### src/rtl/gcm_input_sequencer.sv
// AES-GCM input sequencer: key/IV/size words in, typed AAD/PT/J0/LEN beats out.
// Optional GCM_SEQ_KEY_CHANGE_DETECT_EN suppresses key_reset on an unchanged key.
module gcm_input_sequencer #(
  parameter int AAD_CNT_W = 4,
  parameter int PT_CNT_W  = 5
) (
  input  logic         clock,
  input  logic         resetn,
  input  logic [127:0] in_data,
  input  logic         in_valid,
  output logic         ready_for_inp,
  output logic [255:0] key,
  output logic         key_reset,
  output logic [127:0] out_data,
  output logic [127:0] out_ctr,
  output logic [2:0]   out_type,
  output logic         out_last,
  output logic         out_valid,
  input  logic         out_ready,
  output logic         size_err
);

  typedef enum logic [2:0] {
    ST_KEY0, ST_KEY1, ST_IV, ST_SIZE,
    ST_AAD, ST_PT, ST_J0, ST_LEN
  } state_t;

  localparam logic [2:0] T_AAD = 3'd1;
  localparam logic [2:0] T_PT  = 3'd2;
  localparam logic [2:0] T_J0  = 3'd3;
  localparam logic [2:0] T_LEN = 3'd4;

  localparam logic [57:0] AAD_MAX = (58'd1 << AAD_CNT_W) - 58'd1;
  localparam logic [57:0] PT_MAX  = (58'd1 << PT_CNT_W) - 58'd1;

  state_t state_q, state_d;

  logic [127:0] j0;
  logic [127:0] ctr;
  logic [127:0] size_q;
  logic [AAD_CNT_W-1:0] aad_left;
  logic [PT_CNT_W-1:0]  pt_left;

`ifdef GCM_SEQ_KEY_CHANGE_DETECT_EN
  logic [255:0] prev_key;
`endif

  logic         accept;
  logic         slot_free;
  logic         ld;
  logic [2:0]   ld_type;
  logic [127:0] ld_data;
  logic [127:0] ld_ctr;
  logic         ld_last;

  // Block counts are ceil(bits/128); 58 bits covers a full 64-bit length.
  logic [57:0] a_ceil, c_ceil;
  logic        a_over, c_over;
  logic [AAD_CNT_W-1:0] aad_cnt;
  logic [PT_CNT_W-1:0]  pt_cnt;

  always_comb begin
    a_ceil  = {1'b0, in_data[127:71]} + 58'(|in_data[70:64]);
    c_ceil  = {1'b0, in_data[63:7]} + 58'(|in_data[6:0]);
    a_over  = a_ceil > AAD_MAX;
    c_over  = c_ceil > PT_MAX;
    aad_cnt = a_over ? '1 : a_ceil[AAD_CNT_W-1:0];
    pt_cnt  = c_over ? '1 : c_ceil[PT_CNT_W-1:0];
  end

  assign slot_free = !out_valid || out_ready;
  assign accept    = in_valid && ready_for_inp;

  always_comb begin
    state_d       = state_q;
    ready_for_inp = 1'b0;
    ld            = 1'b0;
    ld_type       = 3'd0;
    ld_data       = '0;
    ld_ctr        = '0;
    ld_last       = 1'b0;
    unique case (state_q)
      ST_KEY0: begin
        ready_for_inp = 1'b1;
        if (in_valid) state_d = ST_KEY1;
      end
      ST_KEY1: begin
        ready_for_inp = 1'b1;
        if (in_valid) state_d = ST_IV;
      end
      ST_IV: begin
        ready_for_inp = 1'b1;
        if (in_valid) state_d = ST_SIZE;
      end
      ST_SIZE: begin
        ready_for_inp = 1'b1;
        if (in_valid) begin
          if (aad_cnt != '0)     state_d = ST_AAD;
          else if (pt_cnt != '0) state_d = ST_PT;
          else                   state_d = ST_J0;
        end
      end
      ST_AAD: begin
        ready_for_inp = slot_free;
        if (accept) begin
          ld      = 1'b1;
          ld_type = T_AAD;
          ld_data = in_data;
          if (aad_left == AAD_CNT_W'(1))
            state_d = (pt_left != '0) ? ST_PT : ST_J0;
        end
      end
      ST_PT: begin
        ready_for_inp = slot_free;
        if (accept) begin
          ld      = 1'b1;
          ld_type = T_PT;
          ld_data = in_data;
          ld_ctr  = ctr;
          if (pt_left == PT_CNT_W'(1)) state_d = ST_J0;
        end
      end
      ST_J0: begin
        if (slot_free) begin
          ld      = 1'b1;
          ld_type = T_J0;
          ld_data = j0;
          ld_ctr  = j0;
          state_d = ST_LEN;
        end
      end
      ST_LEN: begin
        // J0 sits in the output slot on entry; LEN replaces it, then drains.
        if (!out_valid || (out_ready && !out_last)) begin
          ld      = 1'b1;
          ld_type = T_LEN;
          ld_data = size_q;
          ld_last = 1'b1;
        end else if (out_ready) begin
          state_d = ST_IV;
        end
      end
    endcase
  end

  always_ff @(posedge clock or negedge resetn) begin
    if (!resetn) begin
      state_q   <= ST_KEY0;
      key       <= '0;
      key_reset <= 1'b0;
      j0        <= '0;
      ctr       <= '0;
      size_q    <= '0;
      aad_left  <= '0;
      pt_left   <= '0;
      size_err  <= 1'b0;
      out_valid <= 1'b0;
      out_data  <= '0;
      out_ctr   <= '0;
      out_type  <= 3'd0;
      out_last  <= 1'b0;
`ifdef GCM_SEQ_KEY_CHANGE_DETECT_EN
      prev_key  <= '0;
`endif
    end else begin
      state_q   <= state_d;
      key_reset <= 1'b0;
      if (accept) begin
        case (state_q)
          ST_KEY0: key[255:128] <= in_data;
          ST_KEY1: begin
            key[127:0] <= in_data;
`ifdef GCM_SEQ_KEY_CHANGE_DETECT_EN
            key_reset  <= {key[255:128], in_data} != prev_key;
            prev_key   <= {key[255:128], in_data};
`else
            key_reset  <= 1'b1;
`endif
          end
          ST_IV: begin
            j0  <= {in_data[127:32], 32'h1};
            ctr <= {in_data[127:32], 32'h2};
          end
          ST_SIZE: begin
            size_q   <= in_data;
            aad_left <= aad_cnt;
            pt_left  <= pt_cnt;
            if (a_over || c_over) size_err <= 1'b1;
          end
          ST_AAD: aad_left <= aad_left - AAD_CNT_W'(1);
          ST_PT: begin
            pt_left    <= pt_left - PT_CNT_W'(1);
            ctr[31:0]  <= ctr[31:0] + 32'd1;
          end
          default: ;
        endcase
      end
      if (ld) begin
        out_valid <= 1'b1;
        out_data  <= ld_data;
        out_ctr   <= ld_ctr;
        out_type  <= ld_type;
        out_last  <= ld_last;
      end else if (out_ready) begin
        out_valid <= 1'b0;
        out_data  <= '0;
        out_ctr   <= '0;
        out_type  <= 3'd0;
        out_last  <= 1'b0;
      end
    end
  end

endmodule
### config.mk
export PLATFORM = sky130hd
export DESIGN_NAME = gcm_input_sequencer
export DESIGN_NICKNAME = d
export VERILOG_FILES = /design/src/rtl/gcm_input_sequencer.sv
export SDC_FILE = /design/constraint.sdc
export NUM_CORES = 1
export LEC_CHECK = 0
export CELL_PAD_IN_SITES_DETAIL_PLACEMENT = 1
export CELL_PAD_IN_SITES_GLOBAL_PLACEMENT = 2
export CORE_MARGIN = 3
export CORE_UTILIZATION = 33
export DETAILED_ROUTE_END_ITERATION = 10
export PLACE_DENSITY = 0.78
export SLEW_MARGIN = 20
export SYNTH_ARGS = -nofsm -noshare
export SYNTH_HDL_FRONTEND = slang
export SYNTH_SLANG_ARGS = --single-unit
### constraint.sdc
create_clock -name clock -period 3.55 [get_ports clock]
set_input_delay 0.355 -clock clock [delete_from_list [all_inputs] [get_ports clock]]
set_output_delay 0.355 -clock clock [all_outputs]
set_load 0.05 [all_outputs]
# After elaboration in Yosys (flattened, before gate mapping)
# Index checks and enable logic that the tools add are counted.
[op_classes]
mux = 47
add_sub_neg = 5
n_lt_le_gt_ge = 2
eq_ne = 20
reduce_logical = 28
[ops]
columns = ["cell", "n"]
rows = [
  ["two-way mux 128 bit", 7],
  ["case mux 128 bit (3 select lines)", 1],
  ["case mux 128 bit (2 select lines)", 1],
  ["adder 57 x 1 -> 58 bit", 2],
  ["case mux 32 bit (2 select lines)", 1],
  ["> comparator 58 x 4 -> 1 bit (second input constant)", 1],
  ["> comparator 58 x 5 -> 1 bit (second input constant)", 1],
  ["two-way mux 3 bit", 14],
  ["adder 32 x 1 -> 32 bit (second input constant)", 1],
  ["case mux 3 bit (8 select lines)", 1],
  ["inequality test 2 bit (second input constant)", 11],
  ["AND reduction 2 bit", 7],
  ["OR reduction 7 bit", 2],
  ["equality test 3 bit (second input constant)", 4],
  ["case mux 3 bit (4 select lines)", 1],
  ["AND reduction 11 bit", 1],
  ["two-way mux 1 bit", 10],
  ["two-way mux 2 bit", 5],
  ["case mux 5 bit (2 select lines)", 1],
  ["nonzero test 5 bit", 2],
  ["case mux 4 bit (2 select lines)", 1],
  ["nonzero test 2 bit", 4],
  ["equality test 3 x 2 -> 1 bit (second input constant)", 2],
  ["equality test 5 x 1 -> 1 bit (second input constant)", 1],
  ["16 further kinds", 20],
]
[word_totals]
output_inout_bits = 520
reg_bits = 884
in_bits = 132

# Logic depth before layout (Yosys ltp)
[depth]
word_depth = 9
depth_mapped = 14
depth_no_buf = 13

# Worst setup path after synthesis
# Ideal clock, no wire load.
[synth_timing]
path_kind = "register to register"
from = "reg out_valid"
to = "reg out_ctr[100]"
setup_ns = 0.067
stages_incl_launch_ff = 9
slack_ns = 0.046
arrival_time_ns = 3.437
path_cell_list = "dfrtp_1 > nor2b_1 > o21ai_0 > nand3_1 > nand2b_1 > clkbuf_1 > clkbuf_1 > buf_1 > a22o_1"
[synth_between]
elab_chain_len = 7
[synth_rtl]
columns = ["item", "line_no", "text"]
rows = [
  ["from (decl)", "18", "output logic out_valid,"],
  ["from (signal assigned)", "157", "out_valid <= 1'b0;"],
  ["from (signal assigned)", "199", "out_valid <= 1'b1;"],
  ["from (signal assigned)", "205", "out_valid <= 1'b0;"],
  ["logical NOT 1 bit *", "71", "assign slot_free = !out_valid || out_ready;"],
  ["logical OR 1 bit *", "71", ""],
  ["case mux 1 bit (2 select lines) *", "82", "unique case (state_q)"],
  ["via ready_for_inp", "11", "output logic ready_for_inp,"],
  ["logical AND 1 bit *", "72", "assign accept = in_valid && ready_for_inp;"],
  ["two-way mux 1 bit or two-way mux 128 bit (tied branches)", "105, 115", ""],
  ["case mux 1 bit (3 select lines) or case mux 128 bit (2 select lines) (tied branches)", "82", ""],
  ["two-way mux 128 bit or nonzero test 2 bit (tied branches)", "n/a", ""],
  ["to (signal assigned)", "201", "out_ctr <= ld_ctr;"],
  ["to (decl)", "15", "output logic [127:0] out_ctr,"],
]
# Mark *: on every way through the listed nets, which the timed path passes. The rest lies on a longest branch.
# A chain may end at the register's enable or synchronous reset.

# Final worst setup path
[layout_timing]
from = "in in_data[68]"
to = "reg state_q[0]"
[layout_between]
elab_chain_len = 8
[layout_rtl]
columns = ["item", "line_no", "text"]
rows = [
  ["from (decl)", "9", "input logic [127:0] in_data,"],
  ["OR reduction 7 bit *", "63", "a_ceil = {1'b0, in_data[127:71]} + 58'(|in_data[70:64]);"],
  ["adder 57 x 1 -> 58 bit *", "63", ""],
  ["> comparator 58 x 4 -> 1 bit", "65", "a_over = a_ceil > AAD_MAX;"],
  ["two-way mux 4 bit *", "67", "aad_cnt = a_over ? '1 : a_ceil[AAD_CNT_W-1:0];"],
  ["nonzero test 4 bit *", "98", "if (aad_cnt != '0) state_d = ST_AAD;"],
  ["two-way mux 2 bit *", "98", ""],
  ["two-way mux 3 bit *", "97", "if (in_valid) begin"],
  ["case mux 3 bit (8 select lines) *", "82", ""],
  ["to (signal assigned)", "166", "state_q <= state_d;"],
  ["to (decl)", "36", "state_t state_q, state_d;"],
]
# Every way passes the cells marked *; elsewhere a longest branch is shown, timed or not. The select of a mux whose other input is x is not followed.

==> results by stage <==
Run status:
- The flow ran to the end, and the final reports show no timing, DRC or antenna violations.

Power:
- The share of total power dissipated in sequential elements is 32.1%.
- The cell internal power dissipation is 25.5 mW.
- The combinational power share is 47.4%.
- Power comes to 46.4 mW.
- The total leakage power is 21.5 nW.
- The power share of the clock group is between 20% and 30%.
- In this run the power spent charging and discharging nets is 20.9 mW.
- The largest vdd supply drop is between 0.6 and 0.7 mV.
- Net switching is 45.0% of the power.
- The power density normalized to cell area is 984 nW/µm².

GRT:
- Global routing finished with a remaining overflow of 0.
- The global-route wire length before repair is just over 200000 µm.
- The maximum number of pins on one net before global-route repair is 132.
- The number of antenna violations at the first check in global routing is 11.
- Global routing used 25.1% of the available tracks.
- The number of global-route vias before repair is 30717.

Die:
- The top-level I/O count is 652.
- The horizontal extent of the die is between 300 and 400 µm.
- In this run the core area contains 116 standard-cell rows.
- The core region is 101000 µm².
- The floorplan step set the die height to 326 µm.
- Once the floorplan was initialized, standard cells occupied 33.6% of the core.
- The die footprint is about 110000 µm².

Critical path:
- The critical path capture point type is a register.
- The worst path arrival time is between 4 and 5 ns.
- Among all stages on the critical path, the largest delay is contributed by clkdlybuf4s50_1.
- The worst register-to-register path has a depth of 10.
- The worst register-to-register path has a setup slack of 0.69 ns.
- Walking the worst path, the cells encountered are clkdlybuf4s50_1, nor4_2, nand2_2, ha_4, ha_2, nand4_1, or3_4, or4_4, buf_4, xor2_2, a31oi_2, a2111oi_4, nand4_2, buf_6, o311a_1, nor3_2.
- For the worst setup path, the data required time is 4.13 ns.
- The endpoint identified for the worst register-to-register timing path is ctr[26]$_DFFE_PN0P_.
- The worst setup path is launched from an input pin.
- The delay of the slowest cell on the worst path is 0.52 ns.
- The critical path contains buffers and inverters numbering 3 combined.
- The critical path is of the in2reg type.
- The largest fanout on the critical path is 5.
- The startpoint identified for the worst register-to-register timing path is state_q[0]$_DFFE_PN0P_.
- The largest delay contributor family on the critical path is simple AND/OR/NAND/NOR gates.

Detailed routing:
- The via density per instance is 5.33.
- The final routed wirelength across all metal layers is 136000 µm.
- For this run, design rule violations remaining after detail routing come to 0.
- The final antenna-violating net count is 0.
- The detailed-router iteration count before antenna repair is 8.
- The detailed-route wire length per cell is roughly 25 µm.
- The number of violations reported at the end of detailed-routing iteration 0 is ~2500.
- The routed layout has 28815 vias.

Final layout:
- Leaving out fill and tap cells, the most frequent cells in the layout are nand2_1, dfrtp_1, clkdlybuf4s50_1, buf_4, mux2_2.
- Compared with the post-synthesis result, the final layout area differs by 39.3%.
- The commonest non-fill, non-tap cell in the layout is nand2_1.
- In the final layout, the share of cells above drive strength 1 is 19.9%.
- In the final design database the tool counted 4105 nets.
- The final standard cell count with taps included and fillers excluded is 5406.
- The core occupancy in the finished layout is 46.8%.

Min path:
- The worst hold path depth is 4.
- The worst hold path belongs to the class in2reg.
- The hold-critical path endpoint is size_q[66]$_DFFE_PN0P_.
- The startpoint of the lowest-slack hold path is in_data[66].

STA:
- The smallest setup slack after layout is 0.0851 ns.
- For the finished layout, the period the worst path requires is 3.46 ns.
- The worst setup skew after layout is 0.0247 ns.
- At the pin with the least slew margin, the transition time is 1.01 ns.
- The number of hold-slack violations in the final timing report was 0.
- The highest achievable clock rate is 289 MHz.
- The final critical path takes up a little over nine tenths of the cycle.
- Setup violations remaining at the end of the flow were counted as 0.
- The worst slew slack as a fraction of its limit is 32.6%.
- The final count of pins violating max slew is 0.

Logic synthesis:
- The number of enable flip-flop cells after synthesis is 0.
- Synthesis inferred between 700 and 800 register bits.
- The fraction of synthesized area in multiplexers is under 10%.
- The synthesized netlist contains between 80 and 90 unique library cells.
- The most used flip-flop cell after synthesis is dfrtp_1.
- The number of nets in the synthesized netlist is 3291.
- The fraction of the mapped netlist area in adder cells is 0.332%.
- The Yosys warning count is 0.
- The cell count after synthesis came out at 3150.
- The mean post-synth cell area is 10.8 µm².
- The xor/xnor cell area share of the yosys netlist is about 1.3%.
- The sequential cell area fraction in the yosys report is about three fifths.
- After Yosys synthesis, and, or, nand and nor cells account for 16.5% of the synthesized area.
- The synthesized netlist devotes 10.9% of its cell area to compound gates.
- After synthesis, the largest family of logic cells by area is simple AND/OR/NAND/NOR gates.
- After synthesis the cells add up to 33900 µm².
- For this run, asynchronously set or reset flops after synthesis account for between 90% and 100%.

Clock network:
- The later pin in the worst-skew pair is clocked with a latency of 0.67 ns.
- The maximum clock path buffer count is 3.
- The clock transition at the registers of the reported paths is 0.06 ns.
- TritonCTS built the clock tree.
- For this design, the sink count on the clock tree is 788.
- The cell at the root of the clock tree is clkbuf_16.
- The CTS H-tree depth is 3.
- The number of buffers added by the clock tree synthesis step is between 90 and 100.

Placement:
- The number of placed instances with taps included is 5226.
- Once detailed placement completed, the half-perimeter wirelength came to 94400 µm.
- At the end of routability-driven placement, the weighted congestion stood at 0.864.
- Prior to clock tree synthesis, the placed netlist has a worst setup slack of -0.819 ns.
- The number of buffer cells added on primary ports is 651.

Run:
- Across the run, the number of max-cap violations was 0.
==> worst register-to-register path, delay by kind of cell, from the launching register on <==
kind / cells / cell delay, ns
AO/OA/AOI/OAI: 1 / 0.23
XOR/XNOR: 1 / 0.17
buffers and inverters: 1 / 0.22
flip-flops: 1 / 0.49
AND/OR/NAND/NOR: 7 / 1.62
==> registers in the layout (all words and copies together) (netlist names), 4 cells and up <==
register / flops
out_data: 128
out_ctr: 128
key: 256
ctr: 128
pt_left: 5
size_q: 128
aad_left: 4
==> cells in the mapped netlist (all sizes together), types with 4 or more instances <==
library cell	count	area, µm²
nor4	36	244
a222oi	129	1290
a41oi	5	43.8
o22ai	5	31.3
nand2b	10	62.6
a311oi	4	35.0
nor2b	4	25.0
or4	13	101
and4	14	123
inv	62	233
ha	9	113
a21oi	22	110
xor2	29	254
o31ai	12	90.1
o31a	5	43.8
nor4b	5	56.3
buf	48	255
dfrtp	788	19700
nor3	43	230
mux2i	11	110
nand2	874	3280
o211ai	7	52.6
nand3	62	333
nand4	54	365
clkbuf	219	827
nor2	73	277
a22o	128	1120
nor3b	5	37.5
mux2	257	2890
a31oi	10	62.6
a211oi	5	37.5
and3	28	175
a21o	5	37.5
or2	7	43.8
and2	9	58.8
o2111ai	7	61.3
o21ai	67	335
or3	14	87.6
xnor2	22	193
a2111oi	4	53.8
==> power by group through the flow <==
stage	Clock (mW)	Combinational (mW)	Sequential, mW
5_1_grt	10.1	23.2	15.3
3_5_place_dp	0	22.1	14.9
6_report	9.53	22.0	14.9
3_3_place_gp	0	21.8	14.8
2_1_floorplan	0	5.54	22.7
4_1_cts	9.77	22.2	14.9
==> worst max path at each step <==
stage	cells after the start	end	slack [ns]	from
after global routing	16	state_q[0]$_DFFE_PN0P_	-0.05	in_data[67]
after global placement	17	state_q[0]$_DFFE_PN0P_	-0.73	in_data[64]
after floorplan	8	out_ctr[100]$_DFFE_PN0P_	0.05	out_valid$_DFFE_PN0P_
after detailed placement	17	state_q[0]$_DFFE_PN0P_	-0.82	in_data[64]
final	16	state_q[0]$_DFFE_PN0P_	0.09	in_data[68]
after CTS	18	pt_left[3]$_DFFE_PN0P_	0.01	in_data[0]
==> through the flow <==
| stage | instance area, µm² | TNS [ns] | hold slack [ns] |
|---|---|---|---|
| global placement | 44000 | -7.60 | 0.457 |
| floorplan | 33900 | 0 | 0.0594 |
| finish | 47200 | 0 | 0.113 |
| global route | 47200 | -0.102 | 0.130 |
| detailed placement | 44000 | -8.54 | 0.462 |
| CTS | 47100 | 0 | 0.350 |
==> routing by layer <==
layer	GRT usage [%]	vias to the layer above	part of all wire (%)
met5	0	-	0.017
met4	6.37	4	2.5
met3	6.55	171	7.1
met2	43.2	973	49
met1	31.3	14921	41
li1	-	12746	-
==> cell families after synthesis <==
logic type | Yosys count
xor+xnor | 51
simple gates | 1261
fa+ha+maj | 9
buf+inv | 329
compound gates | 444
mux | 268
flops | 788
==> final cells by class <==
type / instances / area (µm²)
Clock buffer: 133 / 2690
Antenna cell: 7 / 17.5
Multi-Input combinational cell: 2033 / 13000
Fill cell: 10910 / 53700
Sequential cell: 788 / 19700
Inverter: 62 / 233
Timing Repair Buffer: 988 / 9450
Tap cell: 1357 / 1700
Clock inverter: 38 / 360
==> repair_timing <==
item | CTS | global route
pin swaps | 1 | 9
hold buffers | 1 | 0
setup endpoints to repair | 7 | 12
hold endpoints to repair | 64 | 0
buffers inserted | 0 | 1
resized for setup | 4 | 19
(Power assumes the default switching activity.)
